<file path="src/rtl/pwm_pkg.sv">
// Shared PWM definitions: capture FSM states, default widths
// and duty end-point constants used by generator and capture.
package pwm_pkg;

  localparam int CNT_W_DEF  = 16;
  localparam int DUTY_W_DEF = 8;

  typedef enum logic [1:0] {
    S_IDLE,
    S_ARM,
    S_HIGH,
    S_LOW
  } state_e;

  localparam logic [DUTY_W_DEF-1:0] DUTY_ONES = '1;
  localparam logic [DUTY_W_DEF-1:0] DUTY_ZERO = '0;

endpackage

</file>
<file path="src/rtl/pwm_duty_div.sv">
// Restoring unsigned divider, one quotient bit per cycle, MSB first.
// Caller guarantees dividend[high part] < divisor so the quotient fits.
module pwm_duty_div
  import pwm_pkg::*;
#(
  parameter int CNT_W  = CNT_W_DEF,
  parameter int DUTY_W = DUTY_W_DEF
) (
  input  logic                    i_Clock,
  input  logic                    i_Rst_n,
  input  logic                    i_Start,
  input  logic [CNT_W+DUTY_W-1:0] i_Dividend,
  input  logic [CNT_W-1:0]        i_Divisor,
  output logic                    o_Busy,
  output logic                    o_Done,
  output logic [DUTY_W-1:0]       o_Quotient
);

  localparam int IW = $clog2(DUTY_W + 1);

  logic              busy_q, busy_d;
  logic [IW-1:0]     idx_q, idx_d;
  logic [CNT_W-1:0]  rem_q, rem_d;
  logic [CNT_W-1:0]  div_q, div_d;
  logic [DUTY_W-1:0] low_q, low_d;
  logic [DUTY_W-2:0] quo_q, quo_d;

  logic [CNT_W:0]    shl;
  logic [CNT_W-1:0]  diff;
  logic              take;
  logic              last;

  always_comb begin
    shl  = {rem_q, low_q[DUTY_W-1]};
    diff = shl[CNT_W-1:0] - div_q;
    take = shl >= {1'b0, div_q};
    last = busy_q && (idx_q == IW'(DUTY_W - 1));
  end

  assign o_Busy     = busy_q;
  assign o_Done     = last;
  assign o_Quotient = {quo_q, take};

  always_comb begin
    busy_d = busy_q;
    idx_d  = idx_q;
    rem_d  = rem_q;
    div_d  = div_q;
    low_d  = low_q;
    quo_d  = quo_q;
    if (!busy_q) begin
      if (i_Start) begin
        busy_d = 1'b1;
        idx_d  = '0;
        rem_d  = i_Dividend[CNT_W+DUTY_W-1:DUTY_W];
        low_d  = i_Dividend[DUTY_W-1:0];
        div_d  = i_Divisor;
        quo_d  = '0;
      end
    end else begin
      // remainder stays below divisor, so CNT_W bits hold it
      rem_d = take ? diff : shl[CNT_W-1:0];
      low_d = low_q << 1;
      quo_d = o_Quotient[DUTY_W-2:0];
      idx_d = idx_q + IW'(1);
      if (last) begin
        busy_d = 1'b0;
      end
    end
  end

  always_ff @(posedge i_Clock) begin
    if (!i_Rst_n) begin
      busy_q <= 1'b0;
      idx_q  <= '0;
      rem_q  <= '0;
      div_q  <= '0;
      low_q  <= '0;
      quo_q  <= '0;
    end else begin
      busy_q <= busy_d;
      idx_q  <= idx_d;
      rem_q  <= rem_d;
      div_q  <= div_d;
      low_q  <= low_d;
      quo_q  <= quo_d;
    end
  end

endmodule

</file>
<file path="src/rtl/pwm_capture.sv">
// PWM feedback capture: high time, period and duty of i_Pwm,
// with stuck-high / stuck-low timeout flags.
module pwm_capture
  import pwm_pkg::*;
#(
  parameter int CNT_W   = CNT_W_DEF,
  parameter int DUTY_W  = DUTY_W_DEF,
  parameter int TIMEOUT = 65535
) (
  input  logic              i_Clock,
  input  logic              i_Rst_n,
  input  logic              i_Enable,
  input  logic              i_Pwm,
  output logic [DUTY_W-1:0] o_Duty,
  output logic [CNT_W-1:0]  o_High_Cnt,
  output logic [CNT_W-1:0]  o_Period_Cnt,
  output logic              o_Duty_DV,
  output logic              o_Stuck_High,
  output logic              o_Stuck_Low,
  output logic              o_Overrun
);

  localparam logic [CNT_W-1:0] TO_C = CNT_W'(TIMEOUT);
  localparam logic [CNT_W-1:0] ONE  = CNT_W'(1);

  logic [1:0]        sync_q;
  logic              dly_q;
  logic              pwm_s;
  logic              rise;
  logic              fall;

  state_e            state_q, state_d;
  logic [CNT_W-1:0]  hi_q, hi_d;
  logic [CNT_W-1:0]  per_q, per_d;
  logic [CNT_W-1:0]  hic_q, hic_d;
  logic [CNT_W-1:0]  perc_q, perc_d;
  logic [DUTY_W-1:0] duty_q, duty_d;
  logic              dv_q, dv_d;
  logic              sh_q, sh_d;
  logic              sl_q, sl_d;
  logic              ovr_q, ovr_d;

  logic              to_hi;
  logic              to_lo;
  logic              div_start;
  logic              div_busy;
  logic              div_done;
  logic [DUTY_W-1:0] div_quo;

  assign pwm_s = sync_q[1];
  assign rise  = pwm_s & ~dly_q;
  assign fall  = ~pwm_s & dly_q;

  pwm_duty_div #(
    .CNT_W  (CNT_W),
    .DUTY_W (DUTY_W)
  ) u_div (
    .i_Clock    (i_Clock),
    .i_Rst_n    (i_Rst_n),
    .i_Start    (div_start),
    .i_Dividend ({hi_q, {DUTY_W{1'b0}}}),
    .i_Divisor  (per_q),
    .o_Busy     (div_busy),
    .o_Done     (div_done),
    .o_Quotient (div_quo)
  );

  always_comb begin
    state_d   = state_q;
    hi_d      = hi_q;
    per_d     = per_q;
    hic_d     = hic_q;
    perc_d    = perc_q;
    div_start = 1'b0;
    ovr_d     = 1'b0;
    to_hi     = 1'b0;
    to_lo     = 1'b0;
    if (!i_Enable) begin
      state_d = S_IDLE;
      hi_d    = '0;
      per_d   = '0;
    end else begin
      unique case (state_q)
        S_IDLE: begin
          hi_d    = '0;
          per_d   = '0;
          state_d = S_ARM;
        end
        S_ARM: begin
          if (rise) begin
            state_d = S_HIGH;
            hi_d    = ONE;
            per_d   = ONE;
          end
        end
        S_HIGH: begin
          // the fall cycle is the first low cycle of the period
          if (fall) begin
            state_d = S_LOW;
            per_d   = per_q + ONE;
          end else if (hi_q == TO_C) begin
            to_hi   = 1'b1;
            state_d = S_ARM;
          end else begin
            hi_d  = hi_q + ONE;
            per_d = per_q + ONE;
          end
        end
        S_LOW: begin
          if (rise) begin
            if (div_busy) begin
              ovr_d = 1'b1;
            end else begin
              div_start = 1'b1;
              hic_d     = hi_q;
              perc_d    = per_q;
            end
            state_d = S_HIGH;
            hi_d    = ONE;
            per_d   = ONE;
          end else if ((per_q - hi_q) == TO_C) begin
            to_lo   = 1'b1;
            state_d = S_ARM;
          end else begin
            per_d = per_q + ONE;
          end
        end
        default: state_d = S_IDLE;
      endcase
    end
  end

  always_comb begin
    duty_d = duty_q;
    dv_d   = 1'b0;
    if (div_done) begin
      duty_d = div_quo;
      dv_d   = 1'b1;
    end
    // a stuck report owns the duty over a finishing division
    if (to_hi) begin
      duty_d = '1;
      dv_d   = 1'b1;
    end else if (to_lo) begin
      duty_d = '0;
      dv_d   = 1'b1;
    end
    sh_d = to_hi ? 1'b1 : (fall ? 1'b0 : sh_q);
    sl_d = to_lo ? 1'b1 : (rise ? 1'b0 : sl_q);
  end

  always_ff @(posedge i_Clock) begin
    if (!i_Rst_n) begin
      sync_q  <= '0;
      dly_q   <= 1'b0;
      state_q <= S_IDLE;
      hi_q    <= '0;
      per_q   <= '0;
      hic_q   <= '0;
      perc_q  <= '0;
      duty_q  <= '0;
      dv_q    <= 1'b0;
      sh_q    <= 1'b0;
      sl_q    <= 1'b0;
      ovr_q   <= 1'b0;
    end else begin
      sync_q  <= {sync_q[0], i_Pwm};
      dly_q   <= pwm_s;
      state_q <= state_d;
      hi_q    <= hi_d;
      per_q   <= per_d;
      hic_q   <= hic_d;
      perc_q  <= perc_d;
      duty_q  <= duty_d;
      dv_q    <= dv_d;
      sh_q    <= sh_d;
      sl_q    <= sl_d;
      ovr_q   <= ovr_d;
    end
  end

  assign o_Duty       = duty_q;
  assign o_High_Cnt   = hic_q;
  assign o_Period_Cnt = perc_q;
  assign o_Duty_DV    = dv_q;
  assign o_Stuck_High = sh_q;
  assign o_Stuck_Low  = sl_q;
  assign o_Overrun    = ovr_q;

endmodule
</file>
<file path="config.mk">
export PLATFORM = sky130hd
export DESIGN_NAME = pwm_capture
export DESIGN_NICKNAME = d
export VERILOG_FILES = /design/src/rtl/pwm_pkg.sv /design/src/rtl/pwm_duty_div.sv /design/src/rtl/pwm_capture.sv
export SDC_FILE = /design/constraint.sdc
export NUM_CORES = 1
export LEC_CHECK = 0
export BUFFER_PORTS_ARGS = -buffer_cell sky130_fd_sc_hd__clkbuf_2
export CORE_MARGIN = 5
export CORE_UTILIZATION = 35
export CTS_BUF_LIST = sky130_fd_sc_hd__clkbuf_4 sky130_fd_sc_hd__clkbuf_8
export DETAILED_ROUTE_END_ITERATION = 10
export GPL_TIMING_DRIVEN = 1
export PLACE_DENSITY_LB_ADDON = 0.15
export SETUP_SLACK_MARGIN = 0.3
export SLEW_MARGIN = 20
export SYNTH_ARGS = -nofsm -noshare
export SYNTH_HDL_FRONTEND = slang
export SYNTH_SLANG_ARGS = --single-unit
</file>
<file path="constraint.sdc">
create_clock -name i_Clock -period 5.1 [get_ports i_Clock]
set_input_delay 0.765 -clock i_Clock [delete_from_list [all_inputs] [get_ports i_Clock]]
set_output_delay 0.765 -clock i_Clock [all_outputs]
set_load 0.005 [all_outputs]
</file>
==> results of run 1 <==
[cells by family after synthesis]
family / after synthesis / share of synthesized area
flip-flops: 125 / 0.356
buffers and inverters: 96 / 0.0529
AND/OR/NAND/NOR: 372 / 0.254
AO/OA/AOI/OAI: 245 / 0.217
XOR/XNOR: 27 / 0.0336
adder cells (fa/ha/maj): 37 / 0.0680
multiplexers: 13 / 0.0189
[report_power, final]
group | internal [mW] | leakage, nW | switching, mW
Clock | 0.401 | 0.182 | 0.473
Sequential | 0.977 | 1.01 | 0.00273
Combinational | 0.0106 | 1.78 | 0.0336
[per-layer routing]
metal | global-route usage | wire, um | vias to the layer above
met3 | 0.0318 | 671 | 20
li1 | - | - | 3297
met1 | 0.261 | 10400 | 3013
met5 | 0 | 0 | -
met4 | 0.0553 | 359 | 0
met2 | 0.283 | 8940 | 131
[metrics by stage]
step	instance area, um^2	util	hold slack [ps]
6_report	7840	0.400	454
5_1_grt	7840	0.400	470
4_1_cts	7840	0.400	459
3_5_place_dp	7450	0.380	447
3_3_place_gp	7450	0.380	436
2_1_floorplan	7030	-	412
[layout by cell type (no fill, tap or decap), types with 10 or more instances in the layout]
cell type,n
sky130_fd_sc_hd__nand2_1,170
sky130_fd_sc_hd__dfxtp_1,125
sky130_fd_sc_hd__a21oi_1,90
sky130_fd_sc_hd__nor2_1,55
sky130_fd_sc_hd__o21ai_0,52
sky130_fd_sc_hd__clkbuf_2,47
sky130_fd_sc_hd__inv_1,44
sky130_fd_sc_hd__ha_1,35
sky130_fd_sc_hd__nand3_1,31
sky130_fd_sc_hd__xnor2_1,22
sky130_fd_sc_hd__and3_1,21
sky130_fd_sc_hd__a31oi_1,17
sky130_fd_sc_hd__nor3_1,17
sky130_fd_sc_hd__clkbuf_8,17
sky130_fd_sc_hd__mux2i_1,11
sky130_fd_sc_hd__nand4_1,11
sky130_fd_sc_hd__nand2b_1,10
sky130_fd_sc_hd__o211ai_1,10
[sequential cells by signal, summed over array words and instances (netlist names)]
register and cells:
hi_q 16, o_High_Cnt 16, o_Period_Cnt 16, per_q 16, u_div.div_q 16, u_div.rem_q 16
o_Duty 8, u_div.quo_q 7, u_div.idx_q 4, state_q 2, sync_q 2, dly_q 1
o_Duty_DV 1, o_Overrun 1, o_Stuck_High 1, o_Stuck_Low 1, u_div.o_Busy 1
[Yosys cell counts, drive strengths merged (11+ instances only)]
library cell | number | area share
clkbuf | 40 | 0.021
o21ai | 61 | 0.043
nand3 | 31 | 0.022
nand4 | 11 | 0.0098
nor3 | 17 | 0.012
mux2i | 11 | 0.016
dfxtp | 125 | 0.36
and3 | 21 | 0.019
nand2 | 170 | 0.091
nor2 | 56 | 0.030
buf | 11 | 0.0075
a21oi | 91 | 0.065
xnor2 | 22 | 0.027
ha | 35 | 0.062
inv | 45 | 0.024
a31oi | 18 | 0.017
[final timing paths]
kind	start	endpoint	slack, ps	cells past startpoint
max reg2reg	per_q[0]	per_q[1]	1510	11
min reg2reg	sync_q[0]	sync_q[1]	450	1
min	sync_q[0]	sync_q[1]	450	1
max	per_q[0]	per_q[1]	1510	11
[worst max-delay path: cells and delay by family, from the launching register on]
kind	cells	cell delay, ps
compound gates	2	370
fa+ha+maj	2	600
buf+inv	1	100
flops	1	440
mux	1	200
simple gates	5	1730
[layout make-up]
class / count / area, um^2
sequential: 125 / 2500
inverter: 45 / 169
clock inverter: 15 / 154
multi-input combinational: 694 / 4170
clock buffer: 17 / 234
timing repair buffer: 54 / 288
fill: 2072 / 11700
tap: 265 / 332
==> flow_summary.yaml, run 1 <==
place:
  place_hpwl_um: 14900
  post-place-ws_ps: 1520
  dp_cells: 1183
  place.port_buffers: 47
  gpl.final_weighted_congestion: 0.959
global_route:
  grt_pass1_vias: 6095
  grt_overflow: 0
  grt_pass1_wl_um: 33100
  number_of_antenna_violations_at_the_first_check_in_global_routing: 0
  grt_max_degree: 60
  globalRouteTotalUtil: 0.183
floorplanning:
  die-height_um: 152
  core_area_mm2: 0.0196
  placementRows: 51
  starting_density_of_the_core: 0.359
  pin_count: 48
  chip_width_um: 152
  die-area_mm2: 0.0230
logic_synthesis:
  syn_area_mm2: 0.00703
  synth_nets: 956
  asyncSetResetFlopFracSynth: 0
  syn-instance-count: 915
  ys_ff_latch: 125
  edff_count_synth: 0
  yosysSeqAreaShare: 0.356
  synth-warning-count: 0
  dominantRegCellSynth: "sky130_fd_sc_hd__dfxtp_1"
  postSynthAreaPerCell_um2: 7.68
  yosys.cell_types.count: 65
sta:
  timing.final.max_slew_violations: 0
  setup_slack_after_layout_ps: 1510
  finalSetupViolations: 0
  max_clock_freq_mhz: 279
  timing.final.hold_violations: 0
  finClkSkew_ps: 13.2
  setup-tns-final_ps: 0
  finalCritPeriodShare: 0.704
  rsz0062_at_grt: "no"
  relSlewSlack: 0.297
  finalWorstPathRequiredPeriod_ps: 3590
  max_slew.worst_pin.slew_ps: 1050
power:
  power_density_mw_per_mm2: 242
  finalPower_mw: 1.90
  cellLeakagePower_nw: 2.97
  ir_worst_vdd_v: 0.000176
cells_and_area:
  final_layout_size_suffix_gt1_frac: 0.119
  diodes_inserted: 0
  syn_to_final_growth_pct: 11.6
  instances_no_fill: 1215
  total_nets_final: 978
worst_setup_path:
  critical-path-max-stage-delay_ps: 530
  worstPathMaxFanout: 14
  timing.setup.critical_path_class: "reg -> reg"
  timing.critical_path.required_ps: 5400
  worstSetupEndpointType: "flop"
  critical_path_cell_sequence: "inv_1, ha_1, fa_1, nor2b_1, o31ai_1, a21o_1, and3_1, or4_4, nor4_1, nor2_1, mux2i_1"
  worstPathArrival_ps: 3890
  worstSetupStartpointType: "flop"
  slowest_stage: "sky130_fd_sc_hd__or4_4"
clocking:
  cts_htree_levels: 4
  clkLatencyLatePin_ps: 450
  sink_count_of_the_clock_tree: 125
  worst_setup_hold_path_clk_slew_ps: 80
  hold_buffers: 0
  cts_tree: "built"
  cts_root_buffer: "sky130_fd_sc_hd__clkbuf_8"
  postCtsResizedCells: 0
  cts_post_setup_buffers_inserted: 0
  cts_buf_count: 17
  clockBufferDepth: 2
route:
  detailedRoute.firstPassIterationCount: 5
  final_antenna_net_count: 0
  routedWlPerCell_um: 16.8
  drc: 0
  viasPerCell: 5.32
  drt-total-wl_um: 20400
  drt-initial-drc-count: 339
  detailroute.via_count: 6461
hold_path:
  hold_path.class: "reg -> reg"
flow_run:
  max-cap-violations: 0
status:
  status: "complete, no violations"
Note: power is estimated with default switching activity, not from simulation.
==> inputs of run 2 (changes only) <==
--- a/config.mk
+++ b/config.mk
@@ -5,6 +5,7 @@
 export SDC_FILE = /design/constraint.sdc
 export NUM_CORES = 1
 export LEC_CHECK = 0
+export ABC_AREA = 1
 export BUFFER_PORTS_ARGS = -buffer_cell sky130_fd_sc_hd__clkbuf_2
 export CORE_MARGIN = 5
 export CORE_UTILIZATION = 35
==> constraint.sdc (replaced) <==
create_clock -name i_Clock -period 3 [get_ports i_Clock]
set_input_delay 0.45 -clock i_Clock [delete_from_list [all_inputs] [get_ports i_Clock]]
set_output_delay 0.45 -clock i_Clock [all_outputs]
set_load 0.005 [all_outputs]
==> run 2 against run 1 <==
  * Fmax rose by 39%
  * Clock skew rose by 3.0 ps
  * Critical path depth grew 5
  * Die area increased by 2.9%
  * Non-clock buffer count is 24 higher
  * Final cell count up 20%
  * Register-to-register slack lost 1100 ps
  * Area after synthesis is 3.2% higher
  * Critical endpoint is now o_Duty[3]
  * Highest routed layer unchanged
==> flow_summary.yaml, run 2 <==
route:
  detailroute.via_count: 7273
  routedWlPerCell_um: 15.7
  final_antenna_net_count: 0
  drt-total-wl_um: 22900
  wl_met3_um: 1040
  drt-met1-wl_um: 11100
  detailedRoute.firstPassIterationCount: 5
  drt-initial-drc-count: 421
  detailroute.wirelength.met2_um: 10400
  top_routing_layer_used: "met4"
  viasPerCell: 5.00
  drc: 0
clocking:
  hold_buffers: 0
  cts_root_buffer: "sky130_fd_sc_hd__clkbuf_8"
  worst_setup_hold_path_clk_slew_ps: 80
  cts_buf_count: 17
  clkLatencyLatePin_ps: 450
  clockBufferDepth: 2
  cts_htree_levels: 4
  cts_tree: "built"
  sink_count_of_the_clock_tree: 125
cells_and_area:
  syn_to_final_growth_pct: 20.1
  total_nets_final: 1212
  final_core_util: 0.429
  diodes_inserted: 0
  layout_commonest_cell: "sky130_fd_sc_hd__nand2_1"
  layout_common_cells: "sky130_fd_sc_hd__nand2_1, sky130_fd_sc_hd__inv_1, sky130_fd_sc_hd__a21oi_1, sky130_fd_sc_hd__dfxtp_1, sky130_fd_sc_hd__nor2_1"
  final_layout_size_suffix_gt1_frac: 0.171
power:
  power_density_mw_per_mm2: 387
  ir_worst_vdd_v: 0.000248
  finalPower_mw: 3.37
  cellLeakagePower_nw: 3.55
worst_setup_path:
  critical-path-max-stage-delay_ps: 420
  crit_buf_inv: 2
  timing.critical_path.required_ps: 3330
  worstSetupEndpointType: "flop"
  timing.setup.critical_path_class: "reg -> reg"
  slowest_stage: "sky130_fd_sc_hd__fa_2"
  crit_path_frequent_cell: "sky130_fd_sc_hd__nor2_1"
  worstSetupStartpointType: "flop"
  worstPathMaxFanout: 4
  critical_path_cell_sequence: "inv_2, ha_4, fa_2, nor2_1, o21ai_1, nor2_1, nand3_1, nor2_2, nand2_1, nor2_1, nand3_1, nor2_2, nand4_1, buf_4, a21oi_2, a21oi_1"
  crit_family: "simple AND/OR/NAND/NOR gates"
  rr_worst_depth: 16
  worstPathArrival_ps: 2910
  timing.critical_path.depth: 16
global_route:
  grt_pass1_wl_um: 35700
  grt_pass1_vias: 6571
  grt_overflow: 0
  grt_max_degree: 77
  globalRouteTotalUtil: 0.187
  number_of_antenna_violations_at_the_first_check_in_global_routing: 0
logic_synthesis:
  synth_common_cells: "sky130_fd_sc_hd__nand2_1, sky130_fd_sc_hd__inv_1, sky130_fd_sc_hd__a21oi_1, sky130_fd_sc_hd__dfxtp_1, sky130_fd_sc_hd__nor2_1"
  dominantRegCellSynth: "sky130_fd_sc_hd__dfxtp_1"
  post_synth_main_area_contributors: "sky130_fd_sc_hd__dfxtp_1, sky130_fd_sc_hd__nand2_1, sky130_fd_sc_hd__a21oi_1"
  yosysSeqAreaShare: 0.345
  postSynthAreaPerCell_um2: 6.56
  edff_count_synth: 0
  syn_area_mm2: 0.00725
  syn-instance-count: 1106
  synth_nets: 1147
  synth_top_cell_area_share: 0.345
  most_repeated_cell_in_the_gate_level_netlist_after_synthesis: "sky130_fd_sc_hd__nand2_1"
  yosys_top_cell_by_area: "sky130_fd_sc_hd__dfxtp_1"
  asyncSetResetFlopFracSynth: 0
  yosys.cell_types.count: 41
  synth-warning-count: 0
  ys_ff_latch: 125
sta:
  finClkSkew_ps: 16.2
  max_clock_freq_mhz: 388
  relSlewSlack: 0.364
  finalSetupViolations: 0
  rsz0062_at_grt: "yes"
  max_slew.worst_pin.slew_ps: 950
  setup-tns-final_ps: 0
  timing.final.max_slew_violations: 0
  timing.final.hold_violations: 0
  finalWorstPathRequiredPeriod_ps: 2580
  finalCritPeriodShare: 0.860
flow_run:
  max-cap-violations: 0
hold_path:
  hold_path.class: "in -> reg"
  holdPathStages: 3
floorplanning:
  core_area_mm2: 0.0203
  die-height_um: 154
  pin_count: 48
  placementRows: 52
  die-area_mm2: 0.0237
  starting_density_of_the_core: 0.357
  chip_width_um: 154
place:
  gpl.final_weighted_congestion: 0.892
  place.port_buffers: 47
  place_hpwl_um: 16900
status:
  status: "complete, no violations"
[run 2: final cells by class]
| class | instances | area, um^2 |
|---|---|---|
| multi-input cells | 792 | 4350 |
| inverters | 157 | 589 |
| fillers | 2199 | 11600 |
| repair buffers | 78 | 514 |
| flip-flops and latches | 125 | 2510 |
| clock inverters | 12 | 136 |
| well taps | 270 | 338 |
| clock buffers | 20 | 269 |
[run 2: layer usage]
layer / track usage / up-vias
met2: 0.292 / 174
met3: 0.0304 / 33
met1: 0.267 / 3358
met4: 0.0484 / 0
li1: - / 3708
met5: 0 / -
[run 2: cells by family after synthesis]
| family | after synthesis | synth area share |
|---|---|---|
| AND/OR/NAND/NOR | 519 | 0.305 |
| XOR/XNOR | 19 | 0.0230 |
| buffers and inverters | 190 | 0.101 |
| adder cells (fa/ha/maj) | 37 | 0.0659 |
| AO/OA/AOI/OAI | 216 | 0.159 |
| flip-flops | 125 | 0.345 |
[run 2: path summary, 6_finish.rpt]
check,startpoint,to,slack [ps]
worst min register to register,sync_q[0],sync_q[1],420
worst max-delay path,per_q[0],o_Duty[3],420
worst max register to register,per_q[0],o_Duty[3],420
worst min-delay path,i_Pwm,sync_q[0],180
[run 2: where the power goes]
part | internal (mW) | switching (mW)
clock network | 0.795 | 0.745
logic | 0.0445 | 0.117
registers | 1.66 | 0.00535
total | 2.50 | 0.868
[run 2: repair_timing]
item,CTS,global route
buffers inserted,0,3
setup endpoints to repair,0,42
gates resized for setup,0,83
[run 2: per-stage QoR]
stage	hold WS (ps)	instances	setup WS, ps	instance area, um^2
2_1_floorplan	390	1106	582	7250
3_3_place_gp	396	1416	405	7890
3_5_place_dp	404	1416	347	7890
4_1_cts	161	1448	324	8300
5_1_grt	186	1454	265	8710
6_report	179	1454	421	8710
[run 2: worst register-to-register path, stage by stage (launching register included)]
cell,delay (ps)
sky130_fd_sc_hd__dfxtp_2,330
sky130_fd_sc_hd__inv_2,70
sky130_fd_sc_hd__ha_4,130
sky130_fd_sc_hd__fa_2,420
sky130_fd_sc_hd__nor2_1,90
sky130_fd_sc_hd__o21ai_1,70
sky130_fd_sc_hd__nor2_1,100
sky130_fd_sc_hd__nand3_1,90
sky130_fd_sc_hd__nor2_2,140
sky130_fd_sc_hd__nand2_1,60
sky130_fd_sc_hd__nor2_1,100
sky130_fd_sc_hd__nand3_1,80
sky130_fd_sc_hd__nor2_2,160
sky130_fd_sc_hd__nand4_1,200
sky130_fd_sc_hd__buf_4,240
sky130_fd_sc_hd__a21oi_2,110
sky130_fd_sc_hd__a21oi_1,80
